**src/rtl/data_mem_pkg.sv**
```systemverilog
// rtl/data_mem_pkg.sv - shared types and helpers for the data_mem arbiter
//
// Contents:
//   memctl_e      funct3 load/store width codes seen on the data_mem port
//   arb_state_e   arbiter ownership states
//   MEMCTL_IDLE   memcontrol value driven when nobody is granted
//   is_misaligned access legality check used when ARB_ALIGN_CHECK_EN is defined

package data_mem_pkg;

  typedef enum logic [2:0] {
    LB  = 3'b000,
    LH  = 3'b001,
    LW  = 3'b010,
    LBU = 3'b100,
    LHU = 3'b101
  } memctl_e;

  typedef enum logic [1:0] {
    IDLE = 2'd0,
    OWN0 = 2'd1,
    OWN1 = 2'd2
  } arb_state_e;

  localparam logic [2:0] MEMCTL_IDLE = LW;

  // Stores share the load codes (000/001/010), so one check covers both.
  // Codes with no defined width are treated as illegal.
  function automatic logic is_misaligned(input logic [1:0] addr, input logic [2:0] memctl);
    logic bad;
    case (memctl)
      LH, LHU:                bad = addr[0];
      LW:                     bad = (addr != 2'b00);
      3'b011, 3'b110, 3'b111: bad = 1'b1;
      default:                bad = 1'b0;
    endcase
    return bad;
  endfunction

endpackage

```
**src/rtl/data_mem_arbiter.sv**
```systemverilog
// rtl/data_mem_arbiter.sv - two-port arbiter in front of the single data_mem port
//
// m0 (CPU LSU) has priority; m1 (DMA/debug loader) is forced ahead once it has
// been refused MAX_WAIT cycles in a row. A grant with lock=1 keeps ownership for
// the next beat. Grant is combinational; load data returns one cycle later.
//
// Optional feature: define ARB_ALIGN_CHECK_EN to reject misaligned / illegal
// accesses (still granted, no write, rvalid+err the next cycle).
//
// Ports:
//   clk, rst_n                     clock, asynchronous active-low reset
//   mN_req/lock/we/addr/wdata/memctl   requester N inputs (N=0,1)
//   mN_gnt                         request accepted this cycle
//   mN_rvalid/rdata/err            response, one cycle after a granted load
//   mem_a/we/writedata/memcontrol  to data_mem
//   mem_readdata                   from data_mem (combinational read)

module data_mem_arbiter
  import data_mem_pkg::*;
#(
  parameter int ADDRESS_WIDTH = 32,
  parameter int DATA_WIDTH    = 32,
  parameter int MAX_WAIT      = 4
) (
  input  logic                     clk,
  input  logic                     rst_n,

  input  logic                     m0_req,
  input  logic                     m0_lock,
  input  logic                     m0_we,
  input  logic [ADDRESS_WIDTH-1:0] m0_addr,
  input  logic [DATA_WIDTH-1:0]    m0_wdata,
  input  logic [2:0]               m0_memctl,
  output logic                     m0_gnt,
  output logic                     m0_rvalid,
  output logic [DATA_WIDTH-1:0]    m0_rdata,
  output logic                     m0_err,

  input  logic                     m1_req,
  input  logic                     m1_lock,
  input  logic                     m1_we,
  input  logic [ADDRESS_WIDTH-1:0] m1_addr,
  input  logic [DATA_WIDTH-1:0]    m1_wdata,
  input  logic [2:0]               m1_memctl,
  output logic                     m1_gnt,
  output logic                     m1_rvalid,
  output logic [DATA_WIDTH-1:0]    m1_rdata,
  output logic                     m1_err,

  output logic [ADDRESS_WIDTH-1:0] mem_a,
  output logic                     mem_we,
  output logic [DATA_WIDTH-1:0]    mem_writedata,
  output logic [2:0]               mem_memcontrol,
  input  logic [DATA_WIDTH-1:0]    mem_readdata
);

  localparam int WCW = $clog2(MAX_WAIT + 1);

  arb_state_e     state_q, state_d;
  logic [WCW-1:0] wait_cnt;
  logic           starved;
  logic           arb_free;
  logic           pick0, pick1;
  logic           reject0, reject1;

  assign starved = (wait_cnt == WCW'(MAX_WAIT));

`ifdef ARB_ALIGN_CHECK_EN
  assign reject0 = is_misaligned(m0_addr[1:0], m0_memctl);
  assign reject1 = is_misaligned(m1_addr[1:0], m1_memctl);
`else
  assign reject0 = 1'b0;
  assign reject1 = 1'b0;
`endif

  // ---------------------------------------------------------------------------
  // Ownership FSM
  // ---------------------------------------------------------------------------
  always_ff @(posedge clk or negedge rst_n) begin
    if (!rst_n) state_q <= IDLE;
    else        state_q <= state_d;
  end

  // An owner that drops req gives the port back in that same cycle, so the
  // cycle is arbitrated exactly as if we were already in IDLE.
  always_comb begin
    arb_free = 1'b0;
    pick0    = 1'b0;
    pick1    = 1'b0;
    case (state_q)
      OWN0: begin
        arb_free = !m0_req;
        pick0    = m0_req;
      end
      OWN1: begin
        arb_free = !m1_req;
        pick1    = m1_req;
      end
      default: arb_free = 1'b1;
    endcase

    if (arb_free) begin
      if (m1_req && starved) pick1 = 1'b1;
      else if (m0_req)       pick0 = 1'b1;
      else if (m1_req)       pick1 = 1'b1;
    end

    if (pick0 && m0_lock)      state_d = OWN0;
    else if (pick1 && m1_lock) state_d = OWN1;
    else                       state_d = IDLE;
  end

  // Grants are masked while reset is asserted so no write can slip through.
  assign m0_gnt = pick0 & rst_n;
  assign m1_gnt = pick1 & rst_n;

  // ---------------------------------------------------------------------------
  // m1 anti-starvation counter
  // ---------------------------------------------------------------------------
  always_ff @(posedge clk or negedge rst_n) begin
    if (!rst_n) begin
      wait_cnt <= '0;
    end else if (!m1_req || m1_gnt) begin
      wait_cnt <= '0;
    end else if (!starved) begin
      wait_cnt <= wait_cnt + 1'b1;
    end
  end

  // ---------------------------------------------------------------------------
  // Memory-side mux
  // ---------------------------------------------------------------------------
  always_comb begin
    mem_a          = '0;
    mem_we         = 1'b0;
    mem_writedata  = '0;
    mem_memcontrol = MEMCTL_IDLE;
    if (m0_gnt) begin
      mem_a          = m0_addr;
      mem_we         = m0_we & ~reject0;
      mem_writedata  = m0_wdata;
      mem_memcontrol = m0_memctl;
    end else if (m1_gnt) begin
      mem_a          = m1_addr;
      mem_we         = m1_we & ~reject1;
      mem_writedata  = m1_wdata;
      mem_memcontrol = m1_memctl;
    end
  end

  // ---------------------------------------------------------------------------
  // Response registers (rdata holds until the port's next response)
  // ---------------------------------------------------------------------------
  always_ff @(posedge clk or negedge rst_n) begin
    if (!rst_n) begin
      m0_rvalid <= 1'b0;
      m0_rdata  <= '0;
    end else if (m0_gnt && reject0) begin
      m0_rvalid <= 1'b1;
      m0_rdata  <= '0;
    end else if (m0_gnt && !m0_we) begin
      m0_rvalid <= 1'b1;
      m0_rdata  <= mem_readdata;
    end else begin
      m0_rvalid <= 1'b0;
    end
  end

  always_ff @(posedge clk or negedge rst_n) begin
    if (!rst_n) begin
      m1_rvalid <= 1'b0;
      m1_rdata  <= '0;
    end else if (m1_gnt && reject1) begin
      m1_rvalid <= 1'b1;
      m1_rdata  <= '0;
    end else if (m1_gnt && !m1_we) begin
      m1_rvalid <= 1'b1;
      m1_rdata  <= mem_readdata;
    end else begin
      m1_rvalid <= 1'b0;
    end
  end

`ifdef ARB_ALIGN_CHECK_EN
  always_ff @(posedge clk or negedge rst_n) begin
    if (!rst_n) begin
      m0_err <= 1'b0;
      m1_err <= 1'b0;
    end else begin
      m0_err <= m0_gnt & reject0;
      m1_err <= m1_gnt & reject1;
    end
  end
`else
  assign m0_err = 1'b0;
  assign m1_err = 1'b0;
`endif

endmodule
```
**config.mk**
```make
export PLATFORM = sky130hd
export DESIGN_NAME = data_mem_arbiter
export DESIGN_NICKNAME = d
export VERILOG_FILES = /design/src/rtl/data_mem_pkg.sv /design/src/rtl/data_mem_arbiter.sv
export SDC_FILE = /design/constraint.sdc
export NUM_CORES = 1
export LEC_CHECK = 0
export CORE_AREA = 3 3 119 121
export CTS_CLUSTER_DIAMETER = 100
export CTS_CLUSTER_SIZE = 20
export DETAILED_ROUTE_END_ITERATION = 12
export DIE_AREA = 0 0 122 124
export HOLD_SLACK_MARGIN = 0.08
export PLACE_DENSITY = 0.7
export RECOVER_POWER = 100
export SETUP_SLACK_MARGIN = 0.15
export SYNTH_ARGS = -nofsm -noshare
export SYNTH_HDL_FRONTEND = slang
export SYNTH_SLANG_ARGS = --single-unit
```
**constraint.sdc**
```tcl
create_clock -name clk -period 5.62 [get_ports clk]
set_input_delay 1.124 -clock clk [delete_from_list [all_inputs] [get_ports clk]]
set_output_delay 1.124 -clock clk [all_outputs]
set_load 0.05 [all_outputs]
```
=== Word level (Yosys, flattened, before mapping) ===
Index checks and enable logic that the tools add are counted.

* Register bits: 71
* Output and inout bits: 138
* Logic and storage cells: 47

* Add/sub/neg operators: 1
* Eq/ne operators: 4
* Mux-type cells: 24
* Bitwise gates (word level): 2
* Reduce and logical (&&, ||, !) cells: 10

{| class="wikitable"
|+ Operator list
! operator !! number
|-
| two-way mux 32 bit || 4
|-
| two-way mux 1 bit || 13
|-
| two-way mux 3 bit || 4
|-
| logical AND 1 bit || 5
|-
| logical NOT 1 bit || 4
|-
| two-way mux 2 bit || 2
|-
| adder 3 x 1 -> 3 bit, second input constant || 1
|-
| equality test 3 bit, second input constant || 1
|-
| bitwise AND 1 bit || 2
|-
| equality test 2 x 1 -> 1 bit, second input constant || 1
|-
| equality test 2 bit, second input constant || 1
|-
| inequality test 2 x 1 -> 1 bit, second input constant || 1
|-
| one-hot mux 1 bit (2 select lines) || 1
|-
| logical OR 1 bit || 1
|}

=== Logic depth before layout (Yosys ltp) ===
* Depth in word-level cells: 9
* Gate-level depth with buffers: 10
* Gate-level depth less buffers: 8

=== Worst setup path before layout ===
No wires, ideal clock.

* Path type: input to output
* From: input m1_req
* To: output mem_we
* Arrival: 3234 ps
* Slack: 1262 ps
* Stages on the path: 6
* Path buffers: 1
* Path through: nor2b_1 -> o211a_1 -> nand2_2 -> inv_2 -> clkbuf_1 -> o31ai_1

* Elaborated cells on any way between the ends: 14

{| class="wikitable"
|+ RTL lines
! item !! line !! source
|-
| start, declared || data_mem_arbiter.sv:39 || <nowiki>input logic m1_req,</nowiki>
|-
| logical NOT 1 bit or logical AND 1 bit (tied branches) || data_mem_arbiter.sv:96, data_mem_arbiter.sv:103 ||
|-
| one-hot mux 1 bit (2 select lines) or two-way mux 1 bit (tied branches) || data_mem_arbiter.sv:90, data_mem_arbiter.sv:103 ||
|-
| two-way mux 1 bit * || data_mem_arbiter.sv:102 || <nowiki>if (arb_free) begin</nowiki>
|-
| bitwise AND 1 bit * || data_mem_arbiter.sv:114 || <nowiki>assign m0_gnt = pick0 & rst_n;</nowiki>
|-
| net m0_gnt || data_mem_arbiter.sv:34 || <nowiki>output logic m0_gnt,</nowiki>
|-
| two-way mux 1 bit * || data_mem_arbiter.sv:138 || <nowiki>if (m0_gnt) begin</nowiki>
|-
| end, declared || data_mem_arbiter.sv:51 || <nowiki>output logic mem_we,</nowiki>
|}

The timed path passes the listed nets; every way through them passes the cells marked *.

=== Final worst setup path ===
* From: input m1_req
* To: output mem_a[30]

* Word-level cells in the longest chain between the ends: 8
* Elaborated cells on any way between the ends: 14

{| class="wikitable"
|+ Ends and longest elaborated chain
! item !! line !! source
|-
| two-way mux 1 bit || data_mem_arbiter.sv:90 || <nowiki>case (state_q)</nowiki>
|-
| two-way mux 1 bit || data_mem_arbiter.sv:105 || <nowiki>else if (m1_req) pick1 = 1'b1;</nowiki>
|-
| two-way mux 1 bit || data_mem_arbiter.sv:104 || <nowiki>else if (m0_req) pick0 = 1'b1;</nowiki>
|-
| two-way mux 1 bit || data_mem_arbiter.sv:103 || <nowiki>if (m1_req && starved) pick1 = 1'b1;</nowiki>
|-
| two-way mux 1 bit || data_mem_arbiter.sv:102 ||
|-
| bitwise AND 1 bit || data_mem_arbiter.sv:115 || <nowiki>assign m1_gnt = pick1 & rst_n;</nowiki>
|-
| two-way mux 32 bit || data_mem_arbiter.sv:143 || <nowiki>end else if (m1_gnt) begin</nowiki>
|-
| two-way mux 32 bit * || data_mem_arbiter.sv:138 ||
|-
| end, declared || data_mem_arbiter.sv:50 || <nowiki>output logic [ADDRESS_WIDTH-1:0] mem_a,</nowiki>
|}

Every way passes the cells marked *; elsewhere a longest branch is shown, timed or not.

==> impl_metrics.tcl <==
set metrics [dict create \
    worstSkewPairLatency_ns 0.33 \
    worst_path_most_repeated_cell "clkbuf_2" \
    startpoint_type "input pin" \
    cts_made_buffers 9 \
    async_flop_share 1.00 \
    path_buf_inv 4 \
    synth_area_leaders "dfrtp_1, a22o_1, mux2_4, mux2_2, mux2_1" \
    vias 3442 \
    die_h_um 124 \
    yosysTopAreaCell "dfrtp_1" \
    yosysSeqAreaShare 0.492 \
    first_pass_iters 4 \
    overflow 0 \
    crit_chain "dlygate4sd3_1, nor2b_1, o211a_1, nand2_1, inv_2, clkbuf_2, a22o_1, clkbuf_2" \
    netlist_instances 263 \
    netlist_top_cells_count "dfrtp_1, a22o_1, mux2_4" \
    clk_path_buf_depth 2 \
    num_rows 42 \
    skew_ns 0.00379 \
    numPortBuffers 309 \
    crit_required_ns 4.50 \
    grt_pass1_vias 3587 \
    worst_hold_slack_ns 0.481 \
    finalCritPeriodShare 0.889 \
    cp.arrival_ns 3.87 \
    cp_top_family "buffers and inverters" \
    power_density_nw_per_um2 366 \
    synth-compound-area-share 0.175 \
    clk_pin_slew_ns 0.06 \
    synthXorXnorAreaFrac 0.00243 \
    layout_min_cycle_time_ns 5.00 \
    nFillCells 1196 \
    critPathKind "input pin to output pin" \
    drv_slew 105 \
    hold_viol_final 0 \
    worstMarginPinSlew_ns 3.73 \
    ys.flop_type "dfrtp_1" \
    cts-root-buf "clkbuf_16" \
    initial_utilization 0.274 \
    setup_viol 0 \
    die_area_um2 15100 \
    synth_cell_types 33 \
    rsz0062_at_grt "no" \
    postCtsSetupRepairBufs 0 \
    yosys.area_share.simple 0.0326 \
    dr.first_iter.drc_count 161 \
    yosys.area_share.adder 0.0139 \
    yosysWarnings 0 \
    finalWeightedCongestion 0.841 \
    setup_tns_ns 0 \
    grt_use_total 0.183 \
    fin_nets 744 \
    cap_violations 3 \
    status "finished with violations" \
    cts_sinks 71 \
    slowest_delay_ns 0.65 \
    antenna_found_initial 1 \
    ys_ff_latch 71 \
    synth_most_common_cell "dfrtp_1" \
    synth_top_family_by_area "multiplexers" \
    cp_slowest_cell "clkbuf_2" \
    cts_resized 0 \
    route.detailed.drc 0 \
    area_growth_pct 91.9 \
    cts_tree "built" \
    viasPerCell 4.60 \
    peakVddDrop_mv 0.135 \
    power_leakage_nw 3.02 \
    routed_wl_um 14600 \
    core-area_um2 13200 \
    synth_top_area_frac 0.492 \
    dp_hpwl_um 12300 \
    finalNonFillerCells 749 \
    grt_pass1_wl_um 20700 \
    io_pins 312 \
    holdCritPathClass "register to register" \
    die_w_um 122 \
    grt_max_degree 72 \
    synth_edf_count 0 \
    htree_levels 3 \
    netlist_area_um2 3610 \
    synthMuxAreaShare 0.233 \
    dp_cells 731 \
    drive_above_1_share 0.168 \
    postRouteAntennaNets 0 \
    violations "capacitance limit, slew limit" \
    hold_buffers 0 \
    avgSynthCellArea_um2 13.7 \
    slew_headroom -1.49 \
    avgRoutedWirePerCell_um 19.5 \
    fmax_mhz 200 \
    cp_max_fo 36 \
    end_kind "output pin" \
]
==> per-layer routing <==
metal / share of wire / global-route usage / vias up
li1: - / - / 1605
met1: 0.38 / 0.217 / 1638
met2: 0.51 / 0.307 / 174
met3: 0.091 / 0.0604 / 23
met4: 0.027 / 0.0735 / 2
met5: 0.00089 / 0 / -
==> logic make-up (layout without fill, tap and decap cells) <==
group                    after synthesis  after routing
XOR/XNOR                               1              1
adder cells (fa/ha/maj)                4              4
other                                  1              4
AO/OA/AOI/OAI                         71             71
buffers and inverters                 32            339
flip-flops                            71             71
AND/OR/NAND/NOR                       18             18
multiplexers                          65             65
==> cells in the final DEF (no fill, tap or decap), types with 3 or more instances in the layout <==
cell,synthesis,layout
inv_1,7,7
mux2_4,29,3
nor2b_1,3,3
ha_1,4,4
clkbuf_2,0,3
mux2_1,13,30
buf_4,6,36
dfrtp_1,71,71
mux2_2,23,32
clkbuf_16,0,9
clkdlybuf4s50_1,0,171
clkinvlp_4,0,3
dlygate4sd3_1,0,101
a22o_1,66,66
==> registers in the layout, indices dropped and copies added (netlist names) <==
signal     count
state_q        2
m0_rvalid      1
m1_rvalid      1
m1_rdata      32
wait_cnt       3
m0_rdata      32
==> worst paths after layout <==
check                             startpoint      endpoint  slack [ns]  depth (start not counted)
worst max-delay path                  m1_req     mem_a[30]        0.62                          8
worst min-delay path            m0_rdata[18]  m0_rdata[18]        0.48                          1
worst max register to register   wait_cnt[0]   m1_rdata[9]        1.40                          7
worst min register to register  m0_rdata[18]  m0_rdata[18]        0.48                          1
max in group asynchronous              rst_n  m1_rdata[23]        1.29                          2
min in group asynchronous              rst_n   wait_cnt[1]        2.24                          2
==> report_power, final <==
group	switching [mW]	internal (mW)	total [mW]	leakage, nW
Combinational	0.808	0.445	1.25	2.02
Clock	0.221	0.348	0.570	0.140
Sequential	0.0644	0.647	0.712	0.858
Total	1.09	1.44	2.53	3.02
==> cell type report <==
class,count,area (um^2),share of cell area
antenna,2,5.00,0.000722
inverter,8,30.0,0.00433
sequential,71,1780,0.256
multi-input combinational,161,1550,0.224
clock buffer,9,225,0.0325
tap,176,220,0.0318
timing repair buffer,315,3040,0.439
clock inverter,7,81.3,0.0117
==> through the flow <==
stage | cell area [um^2] | total power [mW] | setup WS, ns | util
2_1_floorplan | 3610 | 1.55 | 1.26 | -
3_3_place_gp | 6760 | 2.07 | 1.01 | 0.512
3_5_place_dp | 6760 | 2.09 | 0.931 | 0.512
4_1_cts | 7060 | 2.67 | 0.919 | 0.536
5_1_grt | 6920 | 2.64 | 0.381 | 0.525
6_report | 6930 | 2.53 | 0.621 | 0.525
Note: power is estimated with default switching activity, not from simulation.
